### config.mk
export PLATFORM = sky130hd
export DESIGN_NAME = pipeline_hazard_ctrl_flat
export DESIGN_NICKNAME = d
export VERILOG_FILES = /design/src/rtl/pipeline_hazard_ctrl_if.sv /design/src/rtl/pipeline_hazard_ctrl.sv /design/src/flat_wrapper.sv
export SDC_FILE = /design/constraint.sdc
export NUM_CORES = 1
export LEC_CHECK = 0
export BUFFER_PORTS_ARGS = -buffer_cell sky130_fd_sc_hd__buf_2
export CORE_UTILIZATION = 44
export DETAILED_ROUTE_END_ITERATION = 7
export GPL_ROUTABILITY_DRIVEN = 0
export PLACE_DENSITY = 0.81
export RECOVER_POWER = 100
export SLEW_MARGIN = 20
export SYNTH_ARGS = -nofsm -noshare
export SYNTH_HDL_FRONTEND = slang
export SYNTH_SLANG_ARGS = --single-unit
### constraint.sdc
create_clock -name clk -period 1.9 [get_ports clk]
set_input_delay 0.19 -clock clk [delete_from_list [all_inputs] [get_ports clk]]
set_output_delay 0.19 -clock clk [all_outputs]
set_load 0.005 [all_outputs]
### src/rtl/pipeline_hazard_ctrl_if.sv
// Hazard controller bundle: pipeline tags in,
// stall/flush/forward controls and counters out.
interface pipeline_hazard_ctrl_if #(
  parameter int REG_W = 3,
  parameter int CNT_W = 16
);
  logic [REG_W-1:0] id_rs1;
  logic [REG_W-1:0] id_rs2;
  logic             id_rs1_used;
  logic             id_rs2_used;
  logic             id_valid;
  logic [REG_W-1:0] ex_rs1;
  logic [REG_W-1:0] ex_rs2;
  logic             ex_rs1_used;
  logic             ex_rs2_used;
  logic             ex_valid;
  logic             ex_wr_en;
  logic             ex_is_load;
  logic [REG_W-1:0] ex_rd;
  logic             ex_branch_taken;
  logic             mem_valid;
  logic             mem_wr_en;
  logic [REG_W-1:0] mem_rd;
  logic             wb_valid;
  logic             wb_wr_en;
  logic [REG_W-1:0] wb_rd;
  logic             dmem_req;
  logic             dmem_ack;
  logic             pc_stall;
  logic             if_id_stall;
  logic             id_ex_bubble;
  logic             if_id_flush;
  logic             freeze;
  logic [1:0]       fwd_a;
  logic [1:0]       fwd_b;
  logic [CNT_W-1:0] stall_count;
  logic [CNT_W-1:0] flush_count;

  modport master (
    output id_rs1, id_rs2, id_rs1_used, id_rs2_used, id_valid,
    output ex_rs1, ex_rs2, ex_rs1_used, ex_rs2_used,
    output ex_valid, ex_wr_en, ex_is_load, ex_rd, ex_branch_taken,
    output mem_valid, mem_wr_en, mem_rd,
    output wb_valid, wb_wr_en, wb_rd,
    output dmem_req, dmem_ack,
    input  pc_stall, if_id_stall, id_ex_bubble, if_id_flush, freeze,
    input  fwd_a, fwd_b, stall_count, flush_count
  );

  modport slave (
    input  id_rs1, id_rs2, id_rs1_used, id_rs2_used, id_valid,
    input  ex_rs1, ex_rs2, ex_rs1_used, ex_rs2_used,
    input  ex_valid, ex_wr_en, ex_is_load, ex_rd, ex_branch_taken,
    input  mem_valid, mem_wr_en, mem_rd,
    input  wb_valid, wb_wr_en, wb_rd,
    input  dmem_req, dmem_ack,
    output pc_stall, if_id_stall, id_ex_bubble, if_id_flush, freeze,
    output fwd_a, fwd_b, stall_count, flush_count
  );
endinterface

### src/rtl/pipeline_hazard_ctrl.sv
// 5-stage Thumb pipeline hazard controller:
// load-use stall, branch flush, dmem freeze, forwarding.
module pipeline_hazard_ctrl #(
  parameter int REG_W        = 3,
  parameter int FLUSH_CYCLES = 2,
  parameter int CNT_W        = 16
) (
  input logic clk,
  input logic rst,
  pipeline_hazard_ctrl_if.slave bus
);

  typedef enum logic [1:0] {
    RUN,
    LOAD_STALL,
    FLUSH
  } state_t;

  localparam logic [3:0] FL_INIT = 4'(FLUSH_CYCLES - 1);

  state_t     state;
  state_t     state_nx;
  logic [3:0] flush_left;
  logic [3:0] flush_left_nx;

  logic mem_wait;
  logic branch;
  logic lu_raw;
  logic lu;
  logic flushing;
  logic stall_ev;
  logic flush_ev;

  logic [1:0] fa;
  logic [1:0] fb;

  logic [CNT_W-1:0] stall_q;
  logic [CNT_W-1:0] flush_q;

  // Classify this cycle's event by priority
  always_comb begin
    mem_wait = bus.dmem_req & ~bus.dmem_ack;
    branch   = bus.ex_valid & bus.ex_branch_taken
             & ~mem_wait;
    lu_raw   = bus.ex_valid & bus.ex_is_load
             & bus.ex_wr_en & bus.id_valid
             & ((bus.id_rs1_used
                 & (bus.id_rs1 == bus.ex_rd))
              | (bus.id_rs2_used
                 & (bus.id_rs2 == bus.ex_rd)));
    // load stays masked in LOAD_STALL/FLUSH
    lu       = lu_raw & (state == RUN)
             & ~mem_wait & ~branch;
    flushing = (state == FLUSH) & ~mem_wait
             & ~branch;
    stall_ev = mem_wait | lu;
    flush_ev = branch | flushing;
  end

  // Operand A/B source select, MEM beats WB
  always_comb begin
    fa = 2'b00;
    if (bus.mem_valid & bus.mem_wr_en
        & bus.ex_rs1_used
        & (bus.mem_rd == bus.ex_rs1))
      fa = 2'b01;
    else if (bus.wb_valid & bus.wb_wr_en
             & bus.ex_rs1_used
             & (bus.wb_rd == bus.ex_rs1))
      fa = 2'b10;
    fb = 2'b00;
    if (bus.mem_valid & bus.mem_wr_en
        & bus.ex_rs2_used
        & (bus.mem_rd == bus.ex_rs2))
      fb = 2'b01;
    else if (bus.wb_valid & bus.wb_wr_en
             & bus.ex_rs2_used
             & (bus.wb_rd == bus.ex_rs2))
      fb = 2'b10;
  end

  // Controls are quiet while reset is held
  always_comb begin
    bus.freeze       = ~rst & mem_wait;
    bus.pc_stall     = ~rst & stall_ev;
    bus.if_id_stall  = ~rst & stall_ev;
    bus.id_ex_bubble = ~rst & (branch | lu);
    bus.if_id_flush  = ~rst & flush_ev;
    bus.fwd_a        = rst ? 2'b00 : fa;
    bus.fwd_b        = rst ? 2'b00 : fb;
    bus.stall_count  = stall_q;
    bus.flush_count  = flush_q;
  end

  // Next state; a frozen pipe holds everything
  always_comb begin
    state_nx      = state;
    flush_left_nx = flush_left;
    if (!mem_wait) begin
      if (branch) begin
        if (FLUSH_CYCLES > 1) begin
          state_nx      = FLUSH;
          flush_left_nx = FL_INIT;
        end else begin
          state_nx      = RUN;
          flush_left_nx = 4'd0;
        end
      end else begin
        unique case (state)
          RUN: begin
            if (lu)
              state_nx = LOAD_STALL;
          end
          LOAD_STALL: begin
            state_nx = RUN;
          end
          FLUSH: begin
            if (flush_left <= 4'd1) begin
              state_nx      = RUN;
              flush_left_nx = 4'd0;
            end else begin
              flush_left_nx = flush_left - 4'd1;
            end
          end
          default: begin
            state_nx      = RUN;
            flush_left_nx = 4'd0;
          end
        endcase
      end
    end
  end

  // Sequencer state register
  always_ff @(posedge clk) begin
    if (rst) begin
      state      <= RUN;
      flush_left <= 4'd0;
    end else begin
      state      <= state_nx;
      flush_left <= flush_left_nx;
    end
  end

  // Saturating performance counters
  always_ff @(posedge clk) begin
    if (rst) begin
      stall_q <= '0;
      flush_q <= '0;
    end else begin
      if (stall_ev && (stall_q != '1))
        stall_q <= stall_q + 1'b1;
      if (flush_ev && (flush_q != '1))
        flush_q <= flush_q + 1'b1;
    end
  end

endmodule

### src/flat_wrapper.sv
// flat-port wrapper written by rule: the top's interface ports become plain ports
module pipeline_hazard_ctrl_flat 
#(
  parameter int REG_W        = 3,
  parameter int FLUSH_CYCLES = 2,
  parameter int CNT_W        = 16
)
  (clk, rst, bus_id_rs1, bus_id_rs2, bus_id_rs1_used, bus_id_rs2_used, bus_id_valid, bus_ex_rs1, bus_ex_rs2, bus_ex_rs1_used, bus_ex_rs2_used, bus_ex_valid, bus_ex_wr_en, bus_ex_is_load, bus_ex_rd, bus_ex_branch_taken, bus_mem_valid, bus_mem_wr_en, bus_mem_rd, bus_wb_valid, bus_wb_wr_en, bus_wb_rd, bus_dmem_req, bus_dmem_ack, bus_pc_stall, bus_if_id_stall, bus_id_ex_bubble, bus_if_id_flush, bus_freeze, bus_fwd_a, bus_fwd_b, bus_stall_count, bus_flush_count);
  pipeline_hazard_ctrl_if #(.REG_W(REG_W), .CNT_W(CNT_W)) bus_i ();
  input logic clk;
  input logic rst;
  input wire logic [$bits(bus_i.id_rs1)-1:0] bus_id_rs1;
  input wire logic [$bits(bus_i.id_rs2)-1:0] bus_id_rs2;
  input wire logic [$bits(bus_i.id_rs1_used)-1:0] bus_id_rs1_used;
  input wire logic [$bits(bus_i.id_rs2_used)-1:0] bus_id_rs2_used;
  input wire logic [$bits(bus_i.id_valid)-1:0] bus_id_valid;
  input wire logic [$bits(bus_i.ex_rs1)-1:0] bus_ex_rs1;
  input wire logic [$bits(bus_i.ex_rs2)-1:0] bus_ex_rs2;
  input wire logic [$bits(bus_i.ex_rs1_used)-1:0] bus_ex_rs1_used;
  input wire logic [$bits(bus_i.ex_rs2_used)-1:0] bus_ex_rs2_used;
  input wire logic [$bits(bus_i.ex_valid)-1:0] bus_ex_valid;
  input wire logic [$bits(bus_i.ex_wr_en)-1:0] bus_ex_wr_en;
  input wire logic [$bits(bus_i.ex_is_load)-1:0] bus_ex_is_load;
  input wire logic [$bits(bus_i.ex_rd)-1:0] bus_ex_rd;
  input wire logic [$bits(bus_i.ex_branch_taken)-1:0] bus_ex_branch_taken;
  input wire logic [$bits(bus_i.mem_valid)-1:0] bus_mem_valid;
  input wire logic [$bits(bus_i.mem_wr_en)-1:0] bus_mem_wr_en;
  input wire logic [$bits(bus_i.mem_rd)-1:0] bus_mem_rd;
  input wire logic [$bits(bus_i.wb_valid)-1:0] bus_wb_valid;
  input wire logic [$bits(bus_i.wb_wr_en)-1:0] bus_wb_wr_en;
  input wire logic [$bits(bus_i.wb_rd)-1:0] bus_wb_rd;
  input wire logic [$bits(bus_i.dmem_req)-1:0] bus_dmem_req;
  input wire logic [$bits(bus_i.dmem_ack)-1:0] bus_dmem_ack;
  output wire logic [$bits(bus_i.pc_stall)-1:0] bus_pc_stall;
  output wire logic [$bits(bus_i.if_id_stall)-1:0] bus_if_id_stall;
  output wire logic [$bits(bus_i.id_ex_bubble)-1:0] bus_id_ex_bubble;
  output wire logic [$bits(bus_i.if_id_flush)-1:0] bus_if_id_flush;
  output wire logic [$bits(bus_i.freeze)-1:0] bus_freeze;
  output wire logic [$bits(bus_i.fwd_a)-1:0] bus_fwd_a;
  output wire logic [$bits(bus_i.fwd_b)-1:0] bus_fwd_b;
  output wire logic [$bits(bus_i.stall_count)-1:0] bus_stall_count;
  output wire logic [$bits(bus_i.flush_count)-1:0] bus_flush_count;
  assign bus_i.id_rs1 = bus_id_rs1;
  assign bus_i.id_rs2 = bus_id_rs2;
  assign bus_i.id_rs1_used = bus_id_rs1_used;
  assign bus_i.id_rs2_used = bus_id_rs2_used;
  assign bus_i.id_valid = bus_id_valid;
  assign bus_i.ex_rs1 = bus_ex_rs1;
  assign bus_i.ex_rs2 = bus_ex_rs2;
  assign bus_i.ex_rs1_used = bus_ex_rs1_used;
  assign bus_i.ex_rs2_used = bus_ex_rs2_used;
  assign bus_i.ex_valid = bus_ex_valid;
  assign bus_i.ex_wr_en = bus_ex_wr_en;
  assign bus_i.ex_is_load = bus_ex_is_load;
  assign bus_i.ex_rd = bus_ex_rd;
  assign bus_i.ex_branch_taken = bus_ex_branch_taken;
  assign bus_i.mem_valid = bus_mem_valid;
  assign bus_i.mem_wr_en = bus_mem_wr_en;
  assign bus_i.mem_rd = bus_mem_rd;
  assign bus_i.wb_valid = bus_wb_valid;
  assign bus_i.wb_wr_en = bus_wb_wr_en;
  assign bus_i.wb_rd = bus_wb_rd;
  assign bus_i.dmem_req = bus_dmem_req;
  assign bus_i.dmem_ack = bus_dmem_ack;
  assign bus_pc_stall = bus_i.pc_stall;
  assign bus_if_id_stall = bus_i.if_id_stall;
  assign bus_id_ex_bubble = bus_i.id_ex_bubble;
  assign bus_if_id_flush = bus_i.if_id_flush;
  assign bus_freeze = bus_i.freeze;
  assign bus_fwd_a = bus_i.fwd_a;
  assign bus_fwd_b = bus_i.fwd_b;
  assign bus_stall_count = bus_i.stall_count;
  assign bus_flush_count = bus_i.flush_count;
  pipeline_hazard_ctrl #(.REG_W(REG_W), .FLUSH_CYCLES(FLUSH_CYCLES), .CNT_W(CNT_W)) u_core (.clk(clk), .rst(rst), .bus(bus_i));
endmodule
==> impl_summary.txt <==
----------------------------------------------------
[Run status]
  Outcome ... complete, but fails checks
  Violated checks ... negative setup slack

[Synth]
  Post-synth top area share ... 35.8%
  Mux contribution to synthesized area ... 1.00%
  Share of synthesized cell area in and, or, nand and nor gates ... 29.8%
  Ys Warns ... 0
  Cell types with the highest counts after synthesis ... 38 x dfxtp_1, 38 x nor2_1, 20 x xnor2_1
  Most common flop cell mapped by yosys ... dfxtp_1
  Cells after Synth ... 255
  Compound-cell area share of the yosys netlist ... 12.2%
  Adder-cell share of the synthesized area ... 2.36%
  Mean instance size in the synthesized netlist ... 8.33 µm²
  Count of state elements after synthesis ... 38
  Proportion of register bits with asynchronous set or reset after synthesis ... 0%
  Number of enable-type register cells in the synthesized netlist ... 0
  Netlist area before placement ... 0.00212 mm²
  Post-Syn Nets ... 297
  Largest family of logic cells by synthesized area ... simple AND/OR/NAND/NOR gates
  Sequential share of the synthesized area ... 35.8%
  Biggest area consumer among synthesized cells ... dfxtp_1
  Count of distinct cell types in the synthesized netlist ... 39
  Share of the synthesized netlist area taken by xor and xnor gates ... 15.7%
  Top cells by area, synth ... dfxtp_1 36%, xnor2_1 8.2%, xor2_1 7.4%, nor2_1 6.7%, a21oi_1 4.0%

[STA]
  Worst-margin pin slew ... 0.488 ns
  Portion of the clock cycle consumed by the worst path in the final layout ... 106%
  Setup slack of the critical path after layout ... -0.120 ns
  Final critical path time including I/O delays and setup ... 2.02 ns
  Max Clock Freq ... 495 MHz
  Total negative slack ... -0.985 ns
  Setup repair after global routing missed its margin ... true
  Count of final max-slew check failures ... 0
  Final hold violation count ... 0
  Slew HR ... 67.5%
  Layout Skew ... 0.00404 ns
  Count of final setup violators ... 11

[Power and ir drop]
  Maximum vdd drop ... 0.000331 V
  Part of the total power dissipated in the clock network ... 36.2%
  Overall power after layout ... 1610 µW
  Leakage ... 0.00124 µW
  Share of total power consumed by net switching ... 25.2%
  Part of the power in registers ... 50.3%
  P per Cell Area ... 547 mW/mm²
  Logic gate share of total power ... 13.5%
  P_int ... 1200 µW
  Power spent charging and discharging nets ... 407 µW

[Route]
  Starting DRT DRC Count ... 141
  DRC violation count after routing ... 0
  Average vias per placed instance ... 5.35
  WL final ... 5360 µm
  Vias ... 2,256
  Number of optimization iterations in the first detailed-route pass ... 4
  Average wire per standard cell ... 12.7 µm
  Routed Antenna Nets ... 0

[Floorplan]
  Total number of placement rows ... 24
  Area of the die ... 0.00511 mm²
  Die Height ... 71.5 µm
  Die X ... 71.5 µm
  Top-level I/O count ... 79
  Floorplan Core Area ... 0.00450 mm²
  Starting Density ... 47.2%

[Setup path]
  Endpoint kind of the worst setup timing path ... register
  Critical-path maximum fanout ... 6
  Buf/Inv on CP ... 3
  Arrival @ worst endpoint ... 2.19 ns
  Cell type of the slowest stage on the worst timing path ... or4_4
  Highest cell delay on the worst timing path ... 0.53 ns
  Most frequent cell on the critical path ... buf_6
  Family with the most delay on the worst path ... simple AND/OR/NAND/NOR gates
  Stages on worst setup path ... 8
  Required arrival time at the worst endpoint ... 2.07 ns
  Critical Path, Cell by Cell ... or4_4 > a211oi_4 > buf_6 > buf_6 > o211ai_1 > buf_4 > xnor2_1 > nor2b_2
  Setup Crit Path Kind ... register to register
  Worst R2R Path Depth ... 8
  Nature of the critical path startpoint ... register

[Final layout]
  Fill count ... 388
  Number of standard cells in the final layout excluding fillers ... 422
  Multi-input gate area ... 0.00136 mm²
  Fraction of layout instances using a drive strength above 1 ... 33.5%
  Diodes inserted ... 0
  Final-stage net count ... 411
  Final standard cell area without fillers ... 0.00294 mm²
  Register area ... 763 µm²
  Post-synthesis to final-layout area growth ... 38.6%

[Clock network]
  Clock transition at the registers of the reported paths ... 0.07 ns
  Number of H-tree branching levels ... 2
  Clk sinks ... 38
  Max Buffers Root-to-Sink ... 2
  CTS Root Cell ... clkbuf_8
  Post-CTS Hold Fix Bufs ... 0
  TritonCTS Buffers ... 5
  Worst-skew pair later-pin latency ... 0.29 ns
  TritonCTS clock tree ... done

[Global route]
  Global-route wire length before repair ... 8940 µm
  Via count of the first global-routing pass ... 2,129
  Maximum number of pins on one net before global-route repair ... 44
  Number of antenna violations at the first check in global routing ... 0
  GR Overflow Total ... 0
  Total routing resource utilization after global routing ... 21.7%

[Place]
  Placed cells ... 405
  DPL Wire Length ... 3920 µm
  Placed cell areas ... 0.00275 mm²
  Count of buffers from port buffering ... 78

[Flow run]
  Max Cap Viol ... 0

[Min path]
  Type of the most critical hold path ... input port to register
  Worst Hold Depth ... 5

----------------------------------------------------
path summary, 6_finish.rpt:
path | start | endpoint | slack, ns
setup / recovery | u_core.state[1] | u_core.bus.stall_count[6] | -0.12
hold reg to reg | u_core.flush_left[0] | u_core.flush_left[0] | 0.50
setup reg to reg | u_core.state[1] | u_core.bus.stall_count[6] | -0.12
hold / removal | bus_dmem_ack | u_core.state[0] | 0.45
kinds of logic after synthesis:
family,Yosys count
and+or+nand+nor,118
AOI/OAI and AO/OA,41
xor gates and xnor gates,38
DFF,38
buffers and inverters,14
adders and majority gates,4
muxes,2
area by class of cell:
| class | instances | share of cell area, % |
|---|---|---|
| clock buffer | 6 | 2.80 |
| inverter | 6 | 0.765 |
| tap | 52 | 2.21 |
| timing repair buffer | 115 | 21.7 |
| sequential | 38 | 25.9 |
| multi-input combinational | 203 | 46.2 |
| clock inverter | 2 | 0.425 |
power groups by stage:
stage | Combinational, µW | Sequential, µW | Clock, µW
global route | 241 | 811 | 634
CTS | 214 | 810 | 593
global placement | 199 | 828 | 0
detailed placement | 205 | 829 | 0
floorplan | 97.7 | 833 | 0
finish | 218 | 810 | 583
through the flow:
| step | util, % | worst slack [ns] | hold WS, ns |
|---|---|---|---|
| floorplan | - | -0.108 | 0.467 |
| global placement | 61.0 | -0.0736 | 0.482 |
| detailed placement | 61.0 | -0.142 | 0.490 |
| CTS | 65.0 | -0.163 | 0.439 |
| global route | 65.4 | -0.207 | 0.466 |
| finish | 65.4 | -0.120 | 0.448 |
tightest hold or removal path: cells and delay by family:
family,cells,cell delay [ns]
AO/OA/AOI/OAI,1,0.14
AND/OR/NAND/NOR,2,0.09
buffers and inverters,2,0.27
registers in the layout, summed over array words and instances (netlist names):
name,cells
u_core.state,2
u_core.bus.stall_count,16
u_core.bus.flush_count,16
u_core.flush_left,4
layer usage:
metal | wire, µm | up-vias | GRT usage (%)
met3 | 314 | 8 | 5.91
met5 | 0 | - | 0
li1 | - | 1131 | -
met4 | 48 | 0 | 6.97
met1 | 2400 | 1046 | 25.6
met2 | 2600 | 71 | 38.2
what timing repair did:
item,4_1_cts,5_1_grt
setup buffers,6,4
setup endpoints to repair,13,29
pin swaps,7,14
resized for setup,11,11
placed cells by master, fill, tap and decap left out, drive strengths merged, types with 9 or more instances in the layout:
cell type and count:
a21oi 17, o21ai 12, nor2b 9, nand4 12
xnor2 20, nand3 9, nand2 13, dfxtp 38
nor2 38, buf 97, clkbuf 24, xor2 18
(Power assumes the default switching activity.)
